**src/rtl/player_move_ctrl_if.sv**
```systemverilog
// Bundle of button, map-select, detector and position signals around the
// player move sequencer. The controller uses the master view; the
// surrounding game logic and collision detector use the slave view.
interface player_move_ctrl_if;
  logic       btn_up;
  logic       btn_down;
  logic       btn_left;
  logic       btn_right;
  logic       map_load;
  logic [1:0] map_sel;
  logic [5:0] det_new_x;
  logic [5:0] det_new_y;
  logic [5:0] det_cur_x;
  logic [5:0] det_cur_y;
  logic [2:0] det_move;
  logic [1:0] det_map;
  logic [5:0] pos_x;
  logic [5:0] pos_y;
  logic       moved;
  logic       blocked;
  logic       busy;

  modport master (
    input  btn_up, btn_down, btn_left, btn_right,
    input  map_load, map_sel,
    input  det_new_x, det_new_y,
    output det_cur_x, det_cur_y, det_move, det_map,
    output pos_x, pos_y, moved, blocked, busy
  );

  modport slave (
    output btn_up, btn_down, btn_left, btn_right,
    output map_load, map_sel,
    output det_new_x, det_new_y,
    input  det_cur_x, det_cur_y, det_move, det_map,
    input  pos_x, pos_y, moved, blocked, busy
  );
endinterface

```
**src/rtl/player_move_ctrl.sv**
```systemverilog
// Player move sequencer: turns held direction buttons into single-step
// move requests, holds each request while the combinational collision
// detector settles, commits its answer, then waits out a cooldown.
module player_move_ctrl #(
  parameter logic [5:0]  START_X       = 6'd1,
  parameter logic [5:0]  START_Y       = 6'd2,
  parameter int          SETTLE_CYCLES = 1,
  parameter logic [23:0] MOVE_COOLDOWN = 24'd0
) (
  input  logic                clk,
  input  logic                reset,
  player_move_ctrl_if.master  bus
);

  localparam logic [3:0] SETTLE_LOAD = 4'(SETTLE_CYCLES - 1);

  localparam logic [2:0] MOVE_NONE  = 3'b000;
  localparam logic [2:0] MOVE_UP    = 3'b001;
  localparam logic [2:0] MOVE_LEFT  = 3'b010;
  localparam logic [2:0] MOVE_DOWN  = 3'b011;
  localparam logic [2:0] MOVE_RIGHT = 3'b100;

  typedef enum logic [1:0] {
    IDLE  = 2'd0,
    ISSUE = 2'd1,
    HOLD  = 2'd2
  } state_t;

  state_t      state_reg;
  logic [3:0]  settle_cnt_reg;
  logic [23:0] cool_cnt_reg;
  logic [5:0]  pos_x_reg;
  logic [5:0]  pos_y_reg;
  logic [2:0]  det_move_reg;
  logic [1:0]  det_map_reg;
  logic        moved_reg;
  logic        blocked_reg;
  logic        busy_reg;

  logic [2:0]  req_code;
  logic        pos_changes;

  // Fixed button priority: up > down > left > right.
  always_comb begin
    req_code = MOVE_NONE;
    if (bus.btn_up)         req_code = MOVE_UP;
    else if (bus.btn_down)  req_code = MOVE_DOWN;
    else if (bus.btn_left)  req_code = MOVE_LEFT;
    else if (bus.btn_right) req_code = MOVE_RIGHT;
  end

  assign pos_changes = (bus.det_new_x != pos_x_reg) || (bus.det_new_y != pos_y_reg);

  // Sequencer: request, settle, commit, cooldown. Pulses last one cycle.
  always_ff @(posedge clk) begin
    if (reset) begin
      state_reg      <= IDLE;
      settle_cnt_reg <= 4'd0;
      cool_cnt_reg   <= 24'd0;
      pos_x_reg      <= START_X;
      pos_y_reg      <= START_Y;
      det_move_reg   <= MOVE_NONE;
      det_map_reg    <= 2'd0;
      moved_reg      <= 1'b0;
      blocked_reg    <= 1'b0;
      busy_reg       <= 1'b0;
    end else begin
      moved_reg   <= 1'b0;
      blocked_reg <= 1'b0;
      if (bus.map_load) begin
        // Re-spawn drops any in-flight move without a pulse.
        state_reg      <= IDLE;
        settle_cnt_reg <= 4'd0;
        cool_cnt_reg   <= 24'd0;
        pos_x_reg      <= START_X;
        pos_y_reg      <= START_Y;
        det_move_reg   <= MOVE_NONE;
        det_map_reg    <= bus.map_sel;
        busy_reg       <= 1'b0;
      end else begin
        case (state_reg)
          IDLE: begin
            det_move_reg <= req_code;
            if (req_code != MOVE_NONE) begin
              settle_cnt_reg <= SETTLE_LOAD;
              state_reg      <= ISSUE;
              busy_reg       <= 1'b1;
            end
          end
          ISSUE: begin
            // Request and current position stay frozen while the detector settles.
            if (settle_cnt_reg != 4'd0) begin
              settle_cnt_reg <= settle_cnt_reg - 4'd1;
            end else begin
              pos_x_reg    <= bus.det_new_x;
              pos_y_reg    <= bus.det_new_y;
              moved_reg    <= pos_changes;
              blocked_reg  <= !pos_changes;
              det_move_reg <= MOVE_NONE;
              cool_cnt_reg <= MOVE_COOLDOWN;
              state_reg    <= HOLD;
            end
          end
          HOLD: begin
            if (cool_cnt_reg == 24'd0) begin
              state_reg <= IDLE;
              busy_reg  <= 1'b0;
            end else begin
              cool_cnt_reg <= cool_cnt_reg - 24'd1;
            end
          end
          default: begin
            state_reg    <= IDLE;
            det_move_reg <= MOVE_NONE;
            busy_reg     <= 1'b0;
          end
        endcase
      end
    end
  end

  assign bus.det_cur_x = pos_x_reg;
  assign bus.det_cur_y = pos_y_reg;
  assign bus.det_move  = det_move_reg;
  assign bus.det_map   = det_map_reg;
  assign bus.pos_x     = pos_x_reg;
  assign bus.pos_y     = pos_y_reg;
  assign bus.moved     = moved_reg;
  assign bus.blocked   = blocked_reg;
  assign bus.busy      = busy_reg;

endmodule

```
**src/flat_wrapper.sv**
```systemverilog
// flat-port wrapper written by rule: the top's interface ports become plain ports
module player_move_ctrl_flat 
#(
  parameter logic [5:0]  START_X       = 6'd1,
  parameter logic [5:0]  START_Y       = 6'd2,
  parameter int          SETTLE_CYCLES = 1,
  parameter logic [23:0] MOVE_COOLDOWN = 24'd0
)
  (clk, reset, bus_btn_up, bus_btn_down, bus_btn_left, bus_btn_right, bus_map_load, bus_map_sel, bus_det_new_x, bus_det_new_y, bus_det_cur_x, bus_det_cur_y, bus_det_move, bus_det_map, bus_pos_x, bus_pos_y, bus_moved, bus_blocked, bus_busy);
  player_move_ctrl_if bus_i ();
  input  logic clk;
  input  logic reset;
  input wire logic [$bits(bus_i.btn_up)-1:0] bus_btn_up;
  input wire logic [$bits(bus_i.btn_down)-1:0] bus_btn_down;
  input wire logic [$bits(bus_i.btn_left)-1:0] bus_btn_left;
  input wire logic [$bits(bus_i.btn_right)-1:0] bus_btn_right;
  input wire logic [$bits(bus_i.map_load)-1:0] bus_map_load;
  input wire logic [$bits(bus_i.map_sel)-1:0] bus_map_sel;
  input wire logic [$bits(bus_i.det_new_x)-1:0] bus_det_new_x;
  input wire logic [$bits(bus_i.det_new_y)-1:0] bus_det_new_y;
  output wire logic [$bits(bus_i.det_cur_x)-1:0] bus_det_cur_x;
  output wire logic [$bits(bus_i.det_cur_y)-1:0] bus_det_cur_y;
  output wire logic [$bits(bus_i.det_move)-1:0] bus_det_move;
  output wire logic [$bits(bus_i.det_map)-1:0] bus_det_map;
  output wire logic [$bits(bus_i.pos_x)-1:0] bus_pos_x;
  output wire logic [$bits(bus_i.pos_y)-1:0] bus_pos_y;
  output wire logic [$bits(bus_i.moved)-1:0] bus_moved;
  output wire logic [$bits(bus_i.blocked)-1:0] bus_blocked;
  output wire logic [$bits(bus_i.busy)-1:0] bus_busy;
  assign bus_i.btn_up = bus_btn_up;
  assign bus_i.btn_down = bus_btn_down;
  assign bus_i.btn_left = bus_btn_left;
  assign bus_i.btn_right = bus_btn_right;
  assign bus_i.map_load = bus_map_load;
  assign bus_i.map_sel = bus_map_sel;
  assign bus_i.det_new_x = bus_det_new_x;
  assign bus_i.det_new_y = bus_det_new_y;
  assign bus_det_cur_x = bus_i.det_cur_x;
  assign bus_det_cur_y = bus_i.det_cur_y;
  assign bus_det_move = bus_i.det_move;
  assign bus_det_map = bus_i.det_map;
  assign bus_pos_x = bus_i.pos_x;
  assign bus_pos_y = bus_i.pos_y;
  assign bus_moved = bus_i.moved;
  assign bus_blocked = bus_i.blocked;
  assign bus_busy = bus_i.busy;
  player_move_ctrl #(.START_X(START_X), .START_Y(START_Y), .SETTLE_CYCLES(SETTLE_CYCLES), .MOVE_COOLDOWN(MOVE_COOLDOWN)) u_core (.clk(clk), .reset(reset), .bus(bus_i));
endmodule
```
**config.mk**
```make
export PLATFORM = sky130hd
export DESIGN_NAME = player_move_ctrl_flat
export DESIGN_NICKNAME = d
export VERILOG_FILES = /design/src/rtl/player_move_ctrl_if.sv /design/src/rtl/player_move_ctrl.sv /design/src/flat_wrapper.sv
export SDC_FILE = /design/constraint.sdc
export NUM_CORES = 1
export LEC_CHECK = 0
export ABC_AREA = 1
export CELL_PAD_IN_SITES_DETAIL_PLACEMENT = 2
export CELL_PAD_IN_SITES_GLOBAL_PLACEMENT = 2
export CORE_ASPECT_RATIO = 0.75
export CORE_MARGIN = 4
export CORE_UTILIZATION = 28
export CTS_CLUSTER_DIAMETER = 100
export CTS_CLUSTER_SIZE = 10
export DETAILED_ROUTE_END_ITERATION = 16
export PLACE_DENSITY = 0.86
export SLEW_MARGIN = 20
export SYNTH_ARGS = -nofsm -noshare
export SYNTH_HDL_FRONTEND = slang
export SYNTH_SLANG_ARGS = --single-unit
```
**constraint.sdc**
```tcl
create_clock -name clk -period 1.87 [get_ports clk]
set_clock_uncertainty 0.15 [all_clocks]
set_input_delay 0.187 -clock clk [delete_from_list [all_inputs] [get_ports clk]]
set_output_delay 0.187 -clock clk [all_outputs]
set_load 0.02 [all_outputs]
```
Word-level counts from Yosys, hierarchy flattened
Index checks and enable logic that the tools add are counted.
Widths: inputs -> output; s select.
{"block": "word_totals", "in_bits": 21, "reg_bits": 50, "romBits": 0, "latch_bits": 0, "out_inout_bits": 32, "n_memories": 0, "ram_bits": 0}
{"block": "classes", "n_reduce_logical": 16, "eq_ne": 9, "bitwise": 3, "muxes": 19, "add_sub_neg": 2, "n_mul": 0, "shifts": 0, "div": 0, "n_lt_le_gt_ge": 0}
{"cell": "$mux 24", "count": 2}
{"cell": "$pmux 24 s2", "count": 1}
{"cell": "$logic_not 24->1", "count": 1}
{"cell": "$sub 24x1->24 const B", "count": 1}
{"cell": "$mux 3", "count": 5}
{"cell": "$ne 6x6->1", "count": 2}
{"cell": "$reduce_and 3->1", "count": 4}
{"cell": "$pmux 3 s3", "count": 1}
{"cell": "$mux 4", "count": 2}
{"cell": "$pmux 4 s2", "count": 1}
{"cell": "$mux 2", "count": 3}
{"cell": "$ne 2x1->1 const B", "count": 3}
{"cell": "$pmux 2 s3", "count": 1}
{"cell": "$ne 2x2->1 const B", "count": 2}
{"cell": "$reduce_and 2->1", "count": 2}
{"cell": "$reduce_bool 2->1", "count": 2}
{"cell": "$reduce_bool 4->1", "count": 1}
{"cell": "$reduce_or 4->1", "count": 1}
{"cell": "$sub 4x1->4 const B", "count": 1}
{"cell": "$not 1->1", "count": 3}
{"cell": "$pmux 1 s3", "count": 1}
{"cell": "$reduce_bool 3->1", "count": 1}
{"cell": "$eq 2x1->1 const B", "count": 1}
{"cell": "$eq 2x2->1 const B", "count": 1}
{"cell": "other kinds (5)", "count": 6}

Depth between registers and ports, before layout
Gate-level depths: netlist (run 1).
{"block": "logic_depth", "word_depth": 7, "mapped_depth": 12, "mapped_depth_nobuf": 11}

Worst setup path after synthesis (run 1)
Ideal clock, no wire load.
{"block": "synth_timing", "path_kind": "reg2reg", "startpoint": "register u_core.settle_cnt_reg[0]", "endpoint": "register u_core.cool_cnt_reg[7]", "arrival_ps": 1373, "t_required_ps": 1652, "path_stages_with_launch": 10, "n_path_buf": 1, "setup_ps": 68, "period_less_slack_ps": 1590, "path_slack_ps": 280, "cell_sequence": "dfxtp_1 inv_1 ha_1 nand3_1 nor2_1 inv_1 nand2_4 buf_2 nand3_1 a21oi_2"}
{"block": "synth_via", "elab_chain_len": 3}
{"element": "from (decl)", "line": "player_move_ctrl.sv:30", "source": "logic [3:0] settle_cnt_reg;"}
{"element": "from (signal assigned)", "line": "player_move_ctrl.sv:93", "source": "settle_cnt_reg <= settle_cnt_reg - 4'd1;"}
{"element": "$reduce_bool 4->1", "line": "player_move_ctrl.sv:92", "source": "if (settle_cnt_reg != 4'd0) begin"}
{"element": "$ne 2x2->1 (no source line)"}
{"element": "$reduce_and 3->1 (no source line)"}
{"element": "to (signal assigned)", "line": "player_move_ctrl.sv:109", "source": "cool_cnt_reg <= cool_cnt_reg - 24'd1;"}
{"element": "to (decl)", "line": "player_move_ctrl.sv:31", "source": "logic [23:0] cool_cnt_reg;"}
No other way between the ends.
A chain may end at the register's enable or synchronous reset.

Worst setup path in the final report (run 1)
{"block": "layout_timing", "startpoint": "register u_core.cool_cnt_reg[4]", "endpoint": "register u_core.cool_cnt_reg[4]"}
{"block": "layout_via", "elab_chain_len": 3}
{"element": "$sub 24x1->24 or $logic_not 24->1 (tied branches)", "line": "player_move_ctrl.sv:109, player_move_ctrl.sv:105"}
{"element": "$mux 24 or $ne 2x2->1 (tied branches)"}
{"element": "$pmux 24 s2 or $reduce_and 3->1 (tied branches)"}
Several ways; a longest one is shown, not always the timed one. The select of a mux whose other input is x is not followed.

==> results of run 1 <==
## kinds of logic (layout without fill, tap and decap cells)
logic type | after synthesis | in the layout
and+or+nand+nor | 249 | 249
buffers and inverters | 64 | 133
DFF | 50 | 50
AOI/OAI and AO/OA | 45 | 45
xor gates and xnor gates | 15 | 15
adders and majority gates | 4 | 4
## worst max-delay path: stages (launching register included)
cell and delay (ns):
dfxtp_1 0.39, nor2_2 0.23, nand2_2 0.12, nor2_2 0.12, nand3_2 0.09, nand2_2 0.11
nand2_4 0.11, buf_12 0.17, a21oi_1 0.21, nor2_1 0.08
## worst max-delay path by stage
stage / startpoint / to / slack [ns] / depth (start not counted)
2_1_floorplan: u_core.settle_cnt_reg[0] / u_core.cool_cnt_reg[7] / 0.28 / 9
3_3_place_gp: u_core.cool_cnt_reg[10] / u_core.cool_cnt_reg[20] / 0.05 / 10
3_5_place_dp: bus_btn_down / u_core.settle_cnt_reg[1] / -0.02 / 10
4_1_cts: u_core.cool_cnt_reg[3] / u_core.cool_cnt_reg[14] / 0.006 / 10
5_1_grt: u_core.cool_cnt_reg[4] / u_core.cool_cnt_reg[4] / -0.12 / 9
6_report: u_core.cool_cnt_reg[4] / u_core.cool_cnt_reg[4] / -0.04 / 9
## routing by layer
metal,global-route usage,routed length [um]
met5,0,0
met4,0.0583,134
met3,0.0320,279
met2,0.339,5890
met1,0.250,5340
## stage by stage
step	area [sq um]	hold slack (ns)	setup slack (ns)
floorplan	2830	0.106	0.280
global placement	3540	0.298	0.0527
detailed placement	3540	0.316	-0.0245
CTS	3730	0.290	0.00645
global route	3860	0.309	-0.118
finish	3860	0.298	-0.0361
## cell type report
cell class,instances,area share
multi-input cells,313,0.413
flip-flops and latches,50,0.259
clock inverters,3,0.0113
repair buffers,81,0.195
inverters,44,0.0460
clock buffers,5,0.0324
well taps,132,0.0428
## power by group through the flow
stage	combinational (uW)	sequential [uW]	clock (uW)
after floorplan	310	1140	0
after global placement	482	1130	0
after detailed placement	518	1130	0
after CTS	534	1110	1120
after global routing	637	1110	1160
final	577	1110	1090
## cells in the mapped netlist
| cell | n |
|---|---|
| nand2_2 | 4 |
| nor3_1 | 6 |
| nand3_1 | 29 |
| nor2_4 | 1 |
| xnor2_1 | 8 |
| inv_1 | 39 |
| o21ai_0 | 5 |
| buf_6 | 2 |
| nand3b_1 | 1 |
| inv_4 | 1 |
| a21oi_1 | 25 |
| dfxtp_1 | 50 |
| nor2_2 | 10 |
| buf_4 | 12 |
| inv_2 | 4 |
| nor2_1 | 91 |
| nand2_1 | 95 |
| nand3_2 | 1 |
| buf_8 | 1 |
| o22a_1 | 2 |
| o22ai_1 | 4 |
| ha_1 | 4 |
| buf_2 | 1 |
| buf_1 | 1 |
| nand4_1 | 10 |
| xor2_1 | 7 |
| clkbuf_1 | 3 |
| a22o_1 | 6 |
| a21oi_2 | 3 |
| nand2_4 | 1 |
## layout by cell type, fill, tap and decap left out, types with 10 or more instances in the layout
cell type	count
buf_4	27
nand4_1	10
a21oi_1	25
nor2_2	22
nand3_1	29
inv_1	37
nor2_1	74
nand2_1	91
clkdlybuf4s50_1	52
dfxtp_1	50
## timing repair
action	in CTS	in global routing
endpoints found under the setup margin	11	27
buffers inserted	0	6
gates resized for setup	6	31
pin swaps	0	4
==> reports/results.tsv, run 1 <==
stage	metric	value	unit
run_status	status	complete, but fails checks	
run_status	failing checks	setup timing	
floorplanning	Die ar.	0.0118	sq mm
synth	largest family of logic cells by synthesized area	simple AND/OR/NAND/NOR gates	
pwr	Max rail drop VDD	0.000327	V
worst_setup_path	R2R cell count	9	
routing	DRT Pass-1 Iters	4	
clock_network	CTS tree	done	
routing	Detailed Route WL	11.6	mm
synth	cell count after synthesis	427	
pwr	Seq pwr share	0.399	
synth	synthesis-stage register bit count	50	
floorplanning	Die Ht	95.1	um
worst_setup_path	R2R setup slack	-0.04	ns
global_routing	vias in the first global route	3315	
worst_setup_path	crit path DAT	1.95	ns
global_routing	first-pass GRT wire length	17.7	mm
worst_setup_path	CP startpoint kind	flop	
worst_setup_path	Critical R2R Capture	u_core.cool_cnt_reg[4]	
floorplanning	IO Pins	53	
routing	DR vias/cell	4.86	
clock_network	CTS Sinks	50	
synth	Synth Area in XOR/XNOR	0.0464	
cells_and_area	Multi-input gate area	0.00159	sq mm
sta	fin crit share	1.02	
routing	antenna-violating nets left	0	
synth	register area share after synthesis	0.353	
hold_path	Worst Hold Endpoint	u_core.bus.det_map[1]	
sta	Final Max Tran Viols	0	
clock_network	number of buffers created by CTS	5	
sta	Max-slew headroom	0.668	
synth	Post-Synth Simple-Gate Area	0.375	
synth	area leader, netlist	dfxtp_1	
pwr	switching pwr	834	uW
routing	via count	3052	
cells_and_area	register area	0.00100	sq mm
routing	Routed wire per std cell	18.5	um
synth	syn_area_per_cell	6.63	sq um
cells_and_area	Non-Filler Instances	628	
floorplanning	core area	0.00977	sq mm
routing	Iteration-0 DRC Markers	163	
pwr	Power Internal	1950	uW
clock_network	Hold-fix buffers, CTS	0	
synth	syn_nets	452	
sta	Worst-Margin Slew	0.498	ns
sta	final setup vio count	2	
sta	fin worst setup slack	-0.0361	ns
routing	drt drc	0	
global_routing	GRT overflow	0	
global_routing	largest net degree at the start of global routing	26	
sta	Final Hold Viols	0	
cells_and_area	Ant. Diodes	0	
clock_network	Root Driver	clkbuf_16	
placement	gp weighted congestion	0.837	
synth	Synth cell types	30	
sta	setup TNS	-0.0400	ns
cells_and_area	max FFs per register	24	
placement	total placed cells including tap cells	614	
job	Max-Cap Viols	0	
synth	Cell Area, Synth	0.00283	sq mm
synth	post-synthesis mux area share	0	
worst_setup_path	endpoint type of the worst setup path	flop	
hold_path	hold_sp	bus_map_sel[1]	
worst_setup_path	R2R Path Start	u_core.cool_cnt_reg[4]	
sta	final critical-path required period	1.91	ns
worst_setup_path	Crit Path Class	flop to flop	
worst_setup_path	Critical Path RT	1.92	ns
floorplanning	Die W	124	um
floorplanning	initial core utilization	0.290	
hold_path	HP Class	primary input to flop	
placement	# port buffers	52	
hold_path	Worst Hold Path Cells	3	
cells_and_area	Finished Core Util	0.395	
clock_network	H-tree level count	2	
pwr	pwr dens	721	mW/mm^2
pwr	Leak	0.00168	uW
pwr	sw frac	0.300	
cells_and_area	layout cells sized above 1	0.171	
cells_and_area	fill count	1167	
pwr	combinational fraction of design power	0.207	
floorplanning	floorplan row count	31	
cells_and_area	Layout Nets	520	
global_routing	gr usage total	0.196	
cells_and_area	Area Overhead vs Synth	36.3	%
clock_network	clk buf depth	2	
worst_setup_path	crit-path max FO	17	
pwr	Clock power frac	0.393	
clock_network	Skew-Pair Late Insertion Delay	0.31	ns
clock_network	clk slew on worst S/H paths	0.08	ns
synth	post-synth top area share	0.353	
pwr	Pwr Total	2780	uW
synth	largest cells by area after synthesis	dfxtp_1 (35%), nand2_1 (13%), nor2_1 (12%), inv_1 (5.2%), nand3_1 (5.1%)	
synth	Post-Synth Adder-Cell Area	0.0177	
synth	Synth Area in Compound Gates	0.0958	
sta	Max Fclk	525	MHz
global_routing	initial antenna violation count	0	
synth	Yosys Warn Count	0	
placement	Post-DP HPWL	8.50	mm
Note: power is estimated with default switching activity, not from simulation.
==> run 2, diff against run 1 <==
--- a/config.mk
+++ b/config.mk
@@ -6,10 +6,9 @@
 export NUM_CORES = 1
 export LEC_CHECK = 0
 export ABC_AREA = 1
-export CELL_PAD_IN_SITES_DETAIL_PLACEMENT = 2
+export CELL_PAD_IN_SITES_DETAIL_PLACEMENT = 0
 export CELL_PAD_IN_SITES_GLOBAL_PLACEMENT = 2
 export CORE_ASPECT_RATIO = 0.75
-export CORE_MARGIN = 4
 export CORE_UTILIZATION = 28
 export CTS_CLUSTER_DIAMETER = 100
 export CTS_CLUSTER_SIZE = 10
@@ -19,3 +18,4 @@
 export SYNTH_ARGS = -nofsm -noshare
 export SYNTH_HDL_FRONTEND = slang
 export SYNTH_SLANG_ARGS = --single-unit
+export TNS_END_PERCENT = 10
==> run 2 against run 1 <==
  * The run now ends clean
  * Setup slack gained 0.18 ns
  * Cell area fell by 2.4%
  * Flip-flop and latch count did not move
  * Global-route usage fell by 4.3 points
  * Power fell by 4.3%
  * Critical endpoint is now u_core.cool_cnt_reg[17]
==> reports/results.tsv, run 2 (synthesis results as in run 1) <==
stage	metric	value	unit	change
worst_setup_path	CP startpoint	u_core.settle_cnt_reg[0]		
worst_setup_path	Critical R2R Capture	u_core.cool_cnt_reg[17]		
worst_setup_path	Critical Path Most Common Cell	nor2_1		
floorplanning	Die W	118	um	-4.8%
global_routing	gr usage total	0.153		-0.0428
cells_and_area	Layout Nets	517		-0.58%
cells_and_area	most frequent cells in the layout	nand2_1 (95), nor2_1 (85), clkdlybuf4s50_1 (52)		
cells_and_area	Ant. Diodes	0		unchanged
hold_path	Worst Hold Endpoint	u_core.bus.det_map[1]		
sta	Final Hold Viols	0		unchanged
worst_setup_path	R2R setup slack	0.15	ns	+0.18 ns
clock_network	clk buf depth	2		unchanged
floorplanning	IO Pins	53		unchanged
sta	fin worst setup slack	0.147	ns	+0.183 ns
sta	Worst-Margin Slew	0.501	ns	+0.00292 ns
clock_network	H-tree level count	2		unchanged
sta	Max Fclk	580	MHz	+11%
worst_setup_path	CP startpoint kind	flop		
placement	Post-DP HPWL	5.87	mm	-31%
global_routing	first-pass GRT wire length	12.4	mm	-30%
clock_network	clk slew on worst S/H paths	0.07	ns	about the same
placement	Cell Area, Placed	0.00357	sq mm	+0.64%
cells_and_area	design area	0.00377	sq mm	-2.4%
cells_and_area	max FFs per register	24		unchanged
routing	antenna-violating nets left	0		unchanged
pwr	Pwr Total	2660	uW	-4.3%
worst_setup_path	R2R Path Start	u_core.settle_cnt_reg[0]		
sta	final setup vio count	0		-2
floorplanning	Die Ht	89.1	um	-6.3%
sta	fin crit share	0.921		-0.0979
run_status	status	completed		
global_routing	GRT overflow	0		unchanged
cells_and_area	Non-Filler Instances	625		-0.48%
clock_network	number of buffers created by CTS	5		unchanged
placement	total placed cells including tap cells	617		+0.49%
routing	Detailed Route WL	7.82	mm	-33%
cells_and_area	Area Overhead vs Synth	33.1	%	
sta	unrepaired setup endpoints after global routing	yes		
routing	via count	2760		-9.6%
worst_setup_path	CP max stage cell	dfxtp_1		
placement	# port buffers	52		unchanged
clock_network	Root Driver	clkbuf_16		
global_routing	vias in the first global route	2530		-24%
floorplanning	initial core utilization	0.291		+0.00115
worst_setup_path	endpoint type of the worst setup path	flop		
sta	Max-slew headroom	0.666		-0.00195
global_routing	initial antenna violation count	0		unchanged
hold_path	HP Class	primary input to flop		
routing	DR vias/cell	4.42		-9.1%
pwr	pwr dens	706	mW/mm^2	-2.0%
worst_setup_path	Critical Path RT	1.89	ns	-0.03 ns
routing	Routed wire per std cell	12.5	um	-33%
cells_and_area	fill count	1026		-12%
routing	DRT Pass-1 Iters	4		unchanged
cells_and_area	layout cells sized above 1	0.132		-0.0395
worst_setup_path	Critical Path, Cell by Cell	inv_1 > ha_1 > nand3_1 > nor2_2 > inv_1 > nand2_4 > buf_6 > nor2_1 > nor2_1 > nor2_1		
cells_and_area	commonest non-fill, non-tap cell in the layout	nand2_1		
pwr	Max rail drop VDD	0.000369	V	+13%
floorplanning	floorplan row count	31		unchanged
worst_setup_path	crit-path max FO	11		-6
worst_setup_path	CP peak stage delay	0.32	ns	-0.07 ns
placement	pre-CTS WS	0.0495	ns	+0.0740 ns
job	Max-Cap Viols	0		unchanged
floorplanning	Die ar.	0.0105	sq mm	-11%
hold_path	Worst Hold Path Cells	3		unchanged
clock_network	CTS Sinks	50		unchanged
worst_setup_path	crit path DAT	1.75	ns	-0.20 ns
routing	drt drc	0		unchanged
worst_setup_path	R2R cell count	10		+1
sta	setup TNS	0	ns	+0.0400 ns
sta	final critical-path required period	1.72	ns	-0.183 ns
hold_path	hold_sp	bus_map_sel[1]		
worst_setup_path	Crit Path Class	flop to flop		
floorplanning	core area	0.00974	sq mm	-0.40%
placement	gp weighted congestion	0.791		-5.4%
routing	Iteration-0 DRC Markers	135		-17%
pwr	Leak	0.00164	uW	-2.3%
clock_network	Post-CTS Setup Repair Bufs	0		unchanged
clock_network	Skew-Pair Late Insertion Delay	0.29	ns	-0.02 ns
clock_network	CTS tree	done		
global_routing	largest net degree at the start of global routing	26		unchanged
sta	Final Max Tran Viols	0		unchanged
## run 2: cell types whose count changed in the layout (fill, tap and decap cells not counted), sizes merged
cell / previous run / this run
buf: 29 / 26
clkinv: 2 / 0
clkinvlp: 0 / 2
## run 2: worst max-delay path by stage
stage	end	slack, ns	depth (start not counted)
CTS	u_core.cool_cnt_reg[19]	0.06	10
detailed placement	u_core.settle_cnt_reg[1]	0.05	10
finish	u_core.cool_cnt_reg[17]	0.15	10
global placement	u_core.settle_cnt_reg[1]	0.05	10
floorplan	u_core.cool_cnt_reg[7]	0.28	9
global route	u_core.cool_cnt_reg[9]	-0.004	9
## run 2: layer usage
metal	share of wire	GRT usage
met1	0.56	0.230
met2	0.39	0.217
met3	0.041	0.0281
met4	0.011	0.0490
met5	0	0
## run 2: power by group
part | internal, uW | switching (uW) | total, uW | leakage, uW
logic | 202 | 294 | 495 | 0.00116
clock network | 632 | 429 | 1060 | 0.0000760
registers | 1090 | 18.4 | 1110 | 0.000405
total | 1920 | 741 | 2660 | 0.00164
## run 2: metrics by stage
stage / hold slack [ns] / utilization
finish: 0.305 / 0.387
global route: 0.310 / 0.387
CTS: 0.304 / 0.384
detailed placement: 0.302 / 0.366
global placement: 0.298 / 0.366
floorplan: 0.106 / -
## run 2: area by class of cell
cell class                      count  area (sq um)  area share
Tap cell                          132           165      0.0438
Timing Repair Buffer               78           727       0.193
Inverter                           44           170      0.0451
Multi-Input combinational cell    313          1540       0.408
Clock buffer                        5           125      0.0332
Clock inverter                      3          45.0      0.0119
Sequential cell                    50          1000       0.266
## run 2: critical path: cells and delay by family (launching register included)
family | cells | cell delay (ns)
and+or+nand+nor | 6 | 0.59
DFF | 1 | 0.32
adders and majority gates | 1 | 0.17
buffers and inverters | 3 | 0.37
## run 2: what timing repair did
action,4_1_cts,5_1_grt
setup endpoints to repair,0,23
gates resized for setup,0,12
endpoints found under the hold margin,0,0
hold buffers,0,0
